$ cat src/rtl/led_band_decoder_pkg.sv
// led_pkg: shared definitions for the LED band decoder.
//   LED_W    - LED vector width (only 16 is supported)
//   MAX_RUN  - largest legal band length
//   state_e  - decoder FSM states
//   rotl1    - one-step circular left rotation of an LED vector
// Optional feature macro used elsewhere in this slice: LED_DECODE_REV_EN.
package led_pkg;

  localparam int LED_W   = 16;
  localparam int MAX_RUN = 8;

  typedef enum logic [1:0] {
    ACQ  = 2'd0,
    LOCK = 2'd1,
    ERR  = 2'd2
  } state_e;

  function automatic logic [LED_W-1:0] rotl1(input logic [LED_W-1:0] v);
    return {v[LED_W-2:0], v[LED_W-1]};
  endfunction

endpackage

$ cat src/rtl/led_band_decoder_if.sv
// led_band_decoder_if: groups the sample stream and status outputs of the
// LED band decoder.
//   master modport (sample source / monitor side): drives led_in, led_vld,
//     resync; observes locked, err, run_len, switch_out, tail_pos,
//     step_cnt, state (FSM debug) and, with LED_DECODE_REV_EN, rev_cnt.
//   slave modport (decoder side): the mirror image.
// Handshake: a sample is consumed on every rising clk edge where led_vld=1
// and resync=0; there is no back-pressure, the decoder always accepts.
interface led_band_decoder_if #(
  parameter int CNT_W = 16
);
  import led_pkg::*;

  logic [LED_W-1:0] led_in;
  logic             led_vld;
  logic             resync;
  logic             locked;
  logic             err;
  logic [3:0]       run_len;
  logic [2:0]       switch_out;
  logic [3:0]       tail_pos;
  logic [CNT_W-1:0] step_cnt;
  state_e           state;
`ifdef LED_DECODE_REV_EN
  logic [7:0]       rev_cnt;
`endif

  modport master (
    output led_in, led_vld, resync,
    input  locked, err, run_len, switch_out, tail_pos, step_cnt, state
`ifdef LED_DECODE_REV_EN
    , input rev_cnt
`endif
  );

  modport slave (
    input  led_in, led_vld, resync,
    output locked, err, run_len, switch_out, tail_pos, step_cnt, state
`ifdef LED_DECODE_REV_EN
    , output rev_cnt
`endif
  );

endinterface

$ cat src/rtl/led_band_decoder_check.sv
// led_band_check: combinational test for one contiguous circular band.
//   vec_i       - LED vector under test
//   valid_o     - 1 when vec_i holds a single circular run of 1..MAX_RUN ones
//   popcount_o  - number of ones (low 4 bits; only meaningful when valid_o)
//   tail_o      - index of the run's lowest bit (only meaningful when valid_o)
module led_band_check
  import led_pkg::*;
#(
  parameter int MAX_RUN_P = MAX_RUN
) (
  input  logic [LED_W-1:0] vec_i,
  output logic             valid_o,
  output logic [3:0]       popcount_o,
  output logic [3:0]       tail_o
);

  logic [4:0] pop;
  logic [4:0] starts;
  logic [3:0] tail;

  // A "start" is a 1 whose circular lower neighbour is 0. Exactly one start
  // means one band; all-ones has no start, split bands have several.
  always_comb begin
    pop    = '0;
    starts = '0;
    tail   = '0;
    for (int i = 0; i < LED_W; i++) begin
      pop = pop + 5'(vec_i[i]);
      if (vec_i[i] && !vec_i[(i + LED_W - 1) % LED_W]) begin
        starts = starts + 5'd1;
        tail   = 4'(i);
      end
    end
  end

  assign valid_o    = (pop != 5'd0) && (pop <= 5'(MAX_RUN_P)) && (starts == 5'd1);
  assign popcount_o = pop[3:0];
  assign tail_o     = tail;

endmodule

$ cat src/rtl/led_band_decoder.sv
// led_band_decoder: locks onto the rotating LED band of the snake generator,
// recovers run length / switch value and tracks position and step count,
// flagging any illegal transition with a sticky err.
//   clk, rst_n   - clock and synchronous active-low reset
//   bus (slave)  - led_in/led_vld/resync in; locked, err, run_len,
//                  switch_out, tail_pos, step_cnt, state (debug) out
// Optional: LED_DECODE_REV_EN adds bus.rev_cnt, counting 15->0 tail wraps.
module led_band_decoder
  import led_pkg::*;
#(
  parameter int LED_W_P = LED_W,
  parameter int MAX_RUN_P = MAX_RUN,
  parameter int CNT_W = 16
) (
  input  logic                 clk,
  input  logic                 rst_n,
  led_band_decoder_if.slave    bus
);

  state_e             state_q, state_d;
  logic [LED_W_P-1:0] prev_q, prev_d;
  logic [3:0]         run_q, run_d;
  logic [3:0]         tail_q, tail_d;
  logic [CNT_W-1:0]   step_q, step_d;
  logic               err_q, err_d;
`ifdef LED_DECODE_REV_EN
  logic [7:0]         rev_q, rev_d;
`endif

  logic       chk_valid;
  logic [3:0] chk_pop;
  logic [3:0] chk_tail;

  led_band_check #(
    .MAX_RUN_P (MAX_RUN_P)
  ) u_check (
    .vec_i      (bus.led_in),
    .valid_o    (chk_valid),
    .popcount_o (chk_pop),
    .tail_o     (chk_tail)
  );

  always_ff @(posedge clk) begin
    if (!rst_n) begin
      state_q <= ACQ;
      prev_q  <= '0;
      run_q   <= '0;
      tail_q  <= '0;
      step_q  <= '0;
      err_q   <= 1'b0;
`ifdef LED_DECODE_REV_EN
      rev_q   <= '0;
`endif
    end else begin
      state_q <= state_d;
      prev_q  <= prev_d;
      run_q   <= run_d;
      tail_q  <= tail_d;
      step_q  <= step_d;
      err_q   <= err_d;
`ifdef LED_DECODE_REV_EN
      rev_q   <= rev_d;
`endif
    end
  end

  always_comb begin
    state_d = state_q;
    prev_d  = prev_q;
    run_d   = run_q;
    tail_d  = tail_q;
    step_d  = step_q;
    err_d   = err_q;
`ifdef LED_DECODE_REV_EN
    rev_d   = rev_q;
`endif
    if (bus.resync) begin
      // Same clearing as reset; a coincident sample is dropped.
      state_d = ACQ;
      prev_d  = '0;
      run_d   = '0;
      tail_d  = '0;
      step_d  = '0;
      err_d   = 1'b0;
`ifdef LED_DECODE_REV_EN
      rev_d   = '0;
`endif
    end else if (bus.led_vld) begin
      unique case (state_q)
        ACQ: begin
          if (chk_valid) begin
            state_d = LOCK;
            prev_d  = bus.led_in;
            run_d   = chk_pop;
            tail_d  = chk_tail;
            step_d  = '0;
`ifdef LED_DECODE_REV_EN
            rev_d   = '0;
`endif
          end
        end
        LOCK: begin
          if (bus.led_in == prev_q) begin
            // repeated sample: generator has not stepped yet
          end else if (bus.led_in == rotl1(prev_q)) begin
            prev_d = bus.led_in;
            tail_d = tail_q + 4'd1;
            step_d = (step_q == '1) ? step_q : step_q + CNT_W'(1);
`ifdef LED_DECODE_REV_EN
            if (tail_q == 4'd15) rev_d = rev_q + 8'd1;
`endif
          end else begin
            // tail_pos/step_cnt keep their last values for post-mortem
            state_d = ERR;
            err_d   = 1'b1;
            run_d   = '0;
          end
        end
        default: begin
          // ERR: wait for resync or reset
        end
      endcase
    end
  end

  assign bus.locked     = (state_q == LOCK);
  assign bus.err        = err_q;
  assign bus.run_len    = run_q;
  // run_q is non-zero only while locked, so the subtraction never underflows there
  assign bus.switch_out = (state_q == LOCK) ? 3'(run_q - 4'd1) : 3'd0;
  assign bus.tail_pos   = tail_q;
  assign bus.step_cnt   = step_q;
  assign bus.state      = state_q;
`ifdef LED_DECODE_REV_EN
  assign bus.rev_cnt    = rev_q;
`endif

endmodule
$ cat src/flat_wrapper.sv
// flat-port wrapper written by rule: the top's interface ports become plain ports
module led_band_decoder_flat import led_pkg::*;
#(
  parameter int LED_W_P = LED_W,
  parameter int MAX_RUN_P = MAX_RUN,
  parameter int CNT_W = 16
)
  (clk, rst_n, bus_led_in, bus_led_vld, bus_resync, bus_locked, bus_err, bus_run_len, bus_switch_out, bus_tail_pos, bus_step_cnt, bus_state);
  led_band_decoder_if #(.CNT_W(CNT_W)) bus_i ();
  input  logic clk;
  input  logic rst_n;
  input wire logic [$bits(bus_i.led_in)-1:0] bus_led_in;
  input wire logic [$bits(bus_i.led_vld)-1:0] bus_led_vld;
  input wire logic [$bits(bus_i.resync)-1:0] bus_resync;
  output wire logic [$bits(bus_i.locked)-1:0] bus_locked;
  output wire logic [$bits(bus_i.err)-1:0] bus_err;
  output wire logic [$bits(bus_i.run_len)-1:0] bus_run_len;
  output wire logic [$bits(bus_i.switch_out)-1:0] bus_switch_out;
  output wire logic [$bits(bus_i.tail_pos)-1:0] bus_tail_pos;
  output wire logic [$bits(bus_i.step_cnt)-1:0] bus_step_cnt;
  output wire logic [$bits(bus_i.state)-1:0] bus_state;
  assign bus_i.led_in = bus_led_in;
  assign bus_i.led_vld = bus_led_vld;
  assign bus_i.resync = bus_resync;
  assign bus_locked = bus_i.locked;
  assign bus_err = bus_i.err;
  assign bus_run_len = bus_i.run_len;
  assign bus_switch_out = bus_i.switch_out;
  assign bus_tail_pos = bus_i.tail_pos;
  assign bus_step_cnt = bus_i.step_cnt;
  assign bus_state = bus_i.state;
  led_band_decoder #(.LED_W_P(LED_W_P), .MAX_RUN_P(MAX_RUN_P), .CNT_W(CNT_W)) u_core (.clk(clk), .rst_n(rst_n), .bus(bus_i));
endmodule
$ cat config.mk
export PLATFORM = sky130hd
export DESIGN_NAME = led_band_decoder_flat
export DESIGN_NICKNAME = d
export VERILOG_FILES = /design/src/rtl/led_band_decoder_pkg.sv /design/src/rtl/led_band_decoder_if.sv /design/src/rtl/led_band_decoder_check.sv /design/src/rtl/led_band_decoder.sv /design/src/flat_wrapper.sv
export SDC_FILE = /design/constraint.sdc
export NUM_CORES = 1
export LEC_CHECK = 0
export CAP_MARGIN = 20
export CORE_MARGIN = 4
export CORE_UTILIZATION = 40
export CTS_CLUSTER_DIAMETER = 200
export DETAILED_ROUTE_END_ITERATION = 10
export HOLD_SLACK_MARGIN = 0.08
export PLACE_DENSITY = 0.56
export SKIP_CTS_REPAIR_TIMING = 1
export SYNTH_ARGS = -nofsm -noshare
export SYNTH_HDL_FRONTEND = slang
export SYNTH_SLANG_ARGS = --single-unit
$ cat constraint.sdc
create_clock -name clk -period 15.8 [get_ports clk]
set_input_delay 4.74 -clock clk [delete_from_list [all_inputs] [get_ports clk]]
set_output_delay 4.74 -clock clk [all_outputs]
set_load 0.05 [all_outputs]
Yosys cells after proc, flatten, opt, wreduce, memory -nomap -nowiden
Cells that the tools add are included.
- reduce and logical (&&, ||, !) cells: 42
- bitwise gates (word level): 3
- eq/ne operators: 10
- order comparisons: 1
- shift-type cells: 0
- $add $sub $neg: 33
- multipliers: 0
- divide/modulo/power cells: 0
- multiplexer cells: 53
- operators with widths (cell ; number):
    $mux W16 ; 7
    $mux W4 ; 20
    $add A5 B1 Y5 const B ; 15
    $mux W5 ; 15
    $pmux W16 S2 ; 2
    $add A5 B1 Y5 ; 11
    $eq A16 B16 Y1 ; 2
    $logic_and A1 B1 Y1 ; 18
    $add A16 B1 Y16 const B ; 1
    $eq A16 B16 Y1 const B ; 1
    $logic_not A1 Y1 ; 16
    $pmux W4 S2 ; 2
    $reduce_and A5 Y1 ; 2
    $mux W2 ; 3
    $ne A2 B2 Y1 const B ; 3
    $reduce_and A6 Y1 ; 1
    $add A4 B1 Y5 ; 1
    $eq A5 B1 Y1 const B ; 1
    $le A5 B4 Y1 const B ; 1
    $reduce_bool A5 Y1 ; 1
    $add A3 B1 Y4 ; 1
    $add A4 B1 Y4 const B ; 1
    $ne A2 B1 Y1 const B ; 2
    $pmux W2 S2 ; 1
    11 further kinds ; 14
- register bits after elaboration: 43
- bits in read-only memories: 0
- input port bits: 20
- memories kept: 0
- word-level logic and storage cells: 148
- bits in writable memories: 0
- latch bits: 0

Depth between registers and ports, before layout
- word-level depth: 37
- mapped depth: 56
- mapped depth without buffers: 54

Cells and area by module
A second synthesis with hierarchy kept.
- cell total of the unflattened synthesis: 598
- area, all modules: 4729.5 um^2
- by module, submodules not included (module ; times used ; area an instance (um^2) ; cells an instance ; sequential area each (um^2)):
    led_band_decoder ; 1 ; 2434.8 ; 294 ; 860.8
    led_band_check ; 1 ; 2294.7 ; 304 ; 0.0

Least setup slack after synthesis
Ideal clock, no wire load.
- kind: input port to flip-flop
- start: input bus_led_in[0]
- end: register u_core.step_q[15] (netlist: u_core.bus.step_cnt[15])
- cell stages on the path: 54
- arrival time: 14.251 ns
- path buffers: 2
- slack: 1.479 ns
- data required time: 15.730 ns
- path through: inv_1 ha_1 ha_1 buf_4 xnor2_1 ha_1 mux2i_1 o21ai_0 ha_1 nand2_1 nand3_1 ha_1 nor2_1 nor2_1 ha_1 o22ai_1 a21oi_1 ha_1 [18 not listed] ha_1 nand2_1 o21ai_0 o22ai_1 o21ai_0 ha_1 nand2_1 o21a_1 o31ai_1 ha_1 or3b_2 o32a_1 o21ai_0 o21a_2 a21oi_2 buf_6 or4_1 a21oi_1
- word-level cells in the longest chain between the ends: 36
- RTL lines (element ; line ; RTL):
    from (decl) ; flat_wrapper.sv:12 ; input wire logic [$bits(bus_i.led_in)-1:0] bus_led_in;
    $logic_and A1 B1 Y1 ; led_band_decoder_check.sv:29 ; if (vec_i[i] && !vec_i[(i + LED_W - 1) % LED_W]) begin
    $mux W1 ; led_band_decoder_check.sv:29 ;
    $add A5 B1 Y5 ; led_band_decoder_check.sv:30 ; starts = starts + 5'd1;
    $mux W5 ; led_band_decoder_check.sv:29 ;
    $add A5 B1 Y5 ; led_band_decoder_check.sv:30 ;
    $mux W5 ; led_band_decoder_check.sv:29 ;
    $add A5 B1 Y5 ; led_band_decoder_check.sv:30 ;
    $mux W5 ; led_band_decoder_check.sv:29 ;
    [20 not listed] ; -- ;
    $add A5 B1 Y5 ; led_band_decoder_check.sv:30 ;
    $mux W5 ; led_band_decoder_check.sv:29 ;
    $add A5 B1 Y5 ; led_band_decoder_check.sv:30 ;
    $mux W5 ; led_band_decoder_check.sv:29 ;
    $eq A5 B1 Y1 ; led_band_decoder_check.sv:36 ; assign valid_o = (pop != 5'd0) && (pop <= 5'(MAX_RUN_P)) && (starts == 5'd1);
    $logic_and A1 B1 Y1 ; led_band_decoder_check.sv:36 ;
    $ne A2 B1 Y1 (no line) ; -- ;
    $reduce_and A6 Y1 (no line) * ; -- ;
    to (signal assigned) ; led_band_decoder.sv:59 ; step_q <= step_d;
    to (decl) ; led_band_decoder.sv:24 ; logic [CNT_W-1:0] step_q, step_d;
Every way passes the cells marked *; elsewhere a longest branch is shown, timed or not.
A chain may end at the register's enable or synchronous reset.

Worst setup path in the final report
- start: input bus_led_in[1]
- end: register u_core.step_q[15] (netlist: u_core.bus.step_cnt[15])
- word-level cells in the longest chain between the ends: 34
- RTL lines (element ; line):
    $logic_and A1 B1 Y1 ; led_band_decoder_check.sv:29
    $mux W5 ; led_band_decoder_check.sv:29
    $add A5 B1 Y5 ; led_band_decoder_check.sv:30
    $mux W5 ; led_band_decoder_check.sv:29
    $add A5 B1 Y5 ; led_band_decoder_check.sv:30
    $mux W5 ; led_band_decoder_check.sv:29
    $add A5 B1 Y5 ; led_band_decoder_check.sv:30
    $mux W5 ; led_band_decoder_check.sv:29
    [18 not listed] ; --
    $add A5 B1 Y5 ; led_band_decoder_check.sv:30
    $mux W5 ; led_band_decoder_check.sv:29
    $add A5 B1 Y5 ; led_band_decoder_check.sv:30
    $mux W5 ; led_band_decoder_check.sv:29
    $eq A5 B1 Y1 ; led_band_decoder_check.sv:36
    $logic_and A1 B1 Y1 ; led_band_decoder_check.sv:36
    $ne A2 B1 Y1 (no line) ; --
    $reduce_and A6 Y1 (no line) * ; --
Marks and branches as above.

==> metrics <==
Seq/Total Area, Yosys=a little under a fifth; CTS tree=done; Max IR drop VDD=between 50 and 60 µV; Remaining DRCs=0; area growth from synthesis to layout=18.4%; most used flip-flop cell after synthesis=dfxtp_1; TritonRoute pass-1 iters=4; hold depth=2; FF-to-FF End=u_core.bus.step_cnt[12]; TritonCTS Buffers=5; ANT nets after route=0; CP peak stage delay=approximately 550 ps; layout cells sized above 1=between 8 and 9%; Fin. Hold Viols=0; Slew @ Worst Pin=between 1000 and 1500 ps; top-area cell type share of the netlist area=between 10% and 20%; slowest cell on the critical path=or4_1; R2R setup slack=~13000 ps; Syn Inst Count=around 580; pre-CTS setup slack=-134 ps; clk buf depth=2; first-pass GRT wire length=between 20000 and 25000 µm; wire length per cell=approximately 17 µm; Tcrit/Tclk final=95.5%; Yosys cell types=between 70 and 80; Arrival @ worst endpoint=about 15000 ps; Core Area=approximately 0.011 mm²; Final Setup Violations=0; Synth Area in Compound Gates=roughly a quarter; Die Ht=roughly 110 µm; Adder-Cell Fraction of Synth Area=10.9%; Chip Width=approximately 110 µm; CP startpoint kind=input pin; vias in the first global route=about 4200; Max Cap Viol=0; commonest non-fill, non-tap cell in the layout=clkdlybuf4s50_1; Cell Pwr Density=roughly 100 mW/mm²; main combinational cell family by area after synthesis=simple AND/OR/NAND/NOR gates; Syn. warnings=0; Ports=slightly above 50; Avg Vias per Cell=about 5.7; cell taking the most area after synthesis=dfxtp_1; Clock Sinks=43; crit path max fanout=16; commonest cells after routing, fill and taps aside=49 x clkdlybuf4s50_1, 43 x dfxtp_1, 40 x nand2_1; largest net degree at the start of global routing=38; run status=finished, final reports clean; Simple-Gate Fraction of Synth Area=between 20% and 30%; critical path class=input pin to register; Clock Pin Slew Worst Setup and Hold Paths=roughly 60 ps; global route overflow=0; Total Neg Setup Slack=0 ps; row cnt=38; static leakage=around 2 nW; Clock Skew=about 13 ps; CP Capture Type=register; Die ar.=approximately 0.013 mm²; most area-consuming cells after synthesis=dfxtp_1 19%, ha_1 6.6%, xor2_1 5.5%; Synth Net Count=631; n_diodes=0; R2R depth=9; Vias=between 4000 and 5000; Clock Latency Late Sink=roughly 290 ps; cell mode on critical path=ha_1; initial core utilization=between 40% and 50%; Post-synth EDFFs=0; nets=664; 1st-iter DRT viols=roughly 250; Avg Synthesized Cell Area=just under 8 µm²; Total GRT Usage=approximately a fifth; Async S/R FF share, synth=0%; HPWL after DPL=between 9000 and 10000 µm; post-synthesis xor/xnor area fraction=between 10% and 20%; hold_sp=u_core.bus.err; Syn Std Cell Area=~0.0046 mm²; H-tree depth=2; initial antenna violation count=0; number of port buffers=50; synthesis-stage register bit count=43; Hold EP=u_core.bus.err; root buf cell=clkbuf_16; Hold Path Class=register to register; multiplexer share of the synthesized area=1.42%; achievable clock frequency=between 0.06 and 0.07 GHz; Setup WS post-layout=approximately 710 ps; gpl congestion=about 0.86; max-slew violations=0; max_slew headroom=about 29%; Crit path required time=about 16000 ps; R2R Path Start=u_core.bus.state[1]; drt total wl=12800 µm; min Tclk post-route=about 15000 ps
==> kinds of logic after synthesis <==
| logic type | Yosys count |
|---|---|
| and+or+nand+nor | 202 |
| AOI/OAI and AO/OA | 158 |
| buffers and inverters | 71 |
| xor gates and xnor gates | 63 |
| DFF | 43 |
| adders and majority gates | 34 |
| muxes | 6 |
==> where the power goes <==
part	total, mW	leakage [nW]	internal [mW]	switching (mW)
sequential	0.117	0.346	0.113	0.00464
combinational	0.308	1.59	0.125	0.183
clock	0.122	0.0844	0.0755	0.0462
==> sequential cells by signal, summed over array words and instances, names as in the netlist <==
name                 cells
u_core.bus.err           1
u_core.bus.run_len       4
u_core.bus.state         2
u_core.bus.step_cnt     16
u_core.bus.tail_pos      4
u_core.prev_q           16
==> synth_stat cells (all sizes together) (3+ instances only) <==
master and instances:
nand4 22, nor3 6, o21ai 35, nand2 40, nand3 26, xnor3 4, fa 10, xnor2 30
inv 34, nand3b 6, o22ai 6, or4 3, or2 3, o31ai 9, xor2 29, a211oi 3
nand2b 12, buf 19, o32ai 3, nor4 4, or3 14, a21oi 37, dfxtp 43, o211ai 21
clkbuf 18, and2 6, ha 24, mux2 4, a31oi 3, nor2 33, o41ai 15, nor2b 14
o21a 3, and3 7
==> metal layers <==
layer	routed length [µm]	up-vias	track usage, %
li1	-	2174	-
met3	601	16	2.74
met1	6110	2017	28.3
met4	178	0	3.91
met5	0	-	0
met2	5930	105	31.3
==> worst max path at each step <==
stage                        startpoint                      end
after floorplan           bus_led_in[0]  u_core.bus.step_cnt[15]
after global placement    bus_led_in[0]   u_core.bus.tail_pos[1]
after detailed placement  bus_led_in[0]   u_core.bus.tail_pos[1]
after CTS                 bus_led_in[0]   u_core.bus.tail_pos[1]
after global routing      bus_led_in[1]  u_core.bus.step_cnt[15]
final                     bus_led_in[1]  u_core.bus.step_cnt[15]
==> worst max-delay path, delay by kind of cell <==
family                   cells  cell delay [ps]
adder cells (fa/ha/maj)     15             4350
AO/OA/AOI/OAI               21             3170
AND/OR/NAND/NOR             10             1760
buffers and inverters        3              660
multiplexers                 2              400
XOR/XNOR                     1              220
==> metrics by stage <==
step | instance area, µm² | hold WS [ps] | util [%] | power (mW) | cells
2_1_floorplan | 4580 | 516 | - | 0.349 | 577
3_3_place_gp | 5150 | 438 | 46.7 | 0.401 | 740
3_5_place_dp | 5150 | 438 | 46.7 | 0.406 | 740
4_1_cts | 5320 | 456 | 48.2 | 0.529 | 748
5_1_grt | 5420 | 497 | 49.1 | 0.591 | 751
6_report | 5420 | 452 | 49.1 | 0.547 | 751
==> area by class of cell <==
| type | instances | area [µm²] |
|---|---|---|
| Fill cell | 1115 | 5610 |
| Multi-Input combinational cell | 464 | 3480 |
| Sequential cell | 43 | 861 |
| Timing Repair Buffer | 62 | 601 |
| Tap cell | 140 | 175 |
| Inverter | 34 | 128 |
| Clock buffer | 5 | 125 |
| Clock inverter | 3 | 47.5 |
Power figures use the tool's default switching activity.
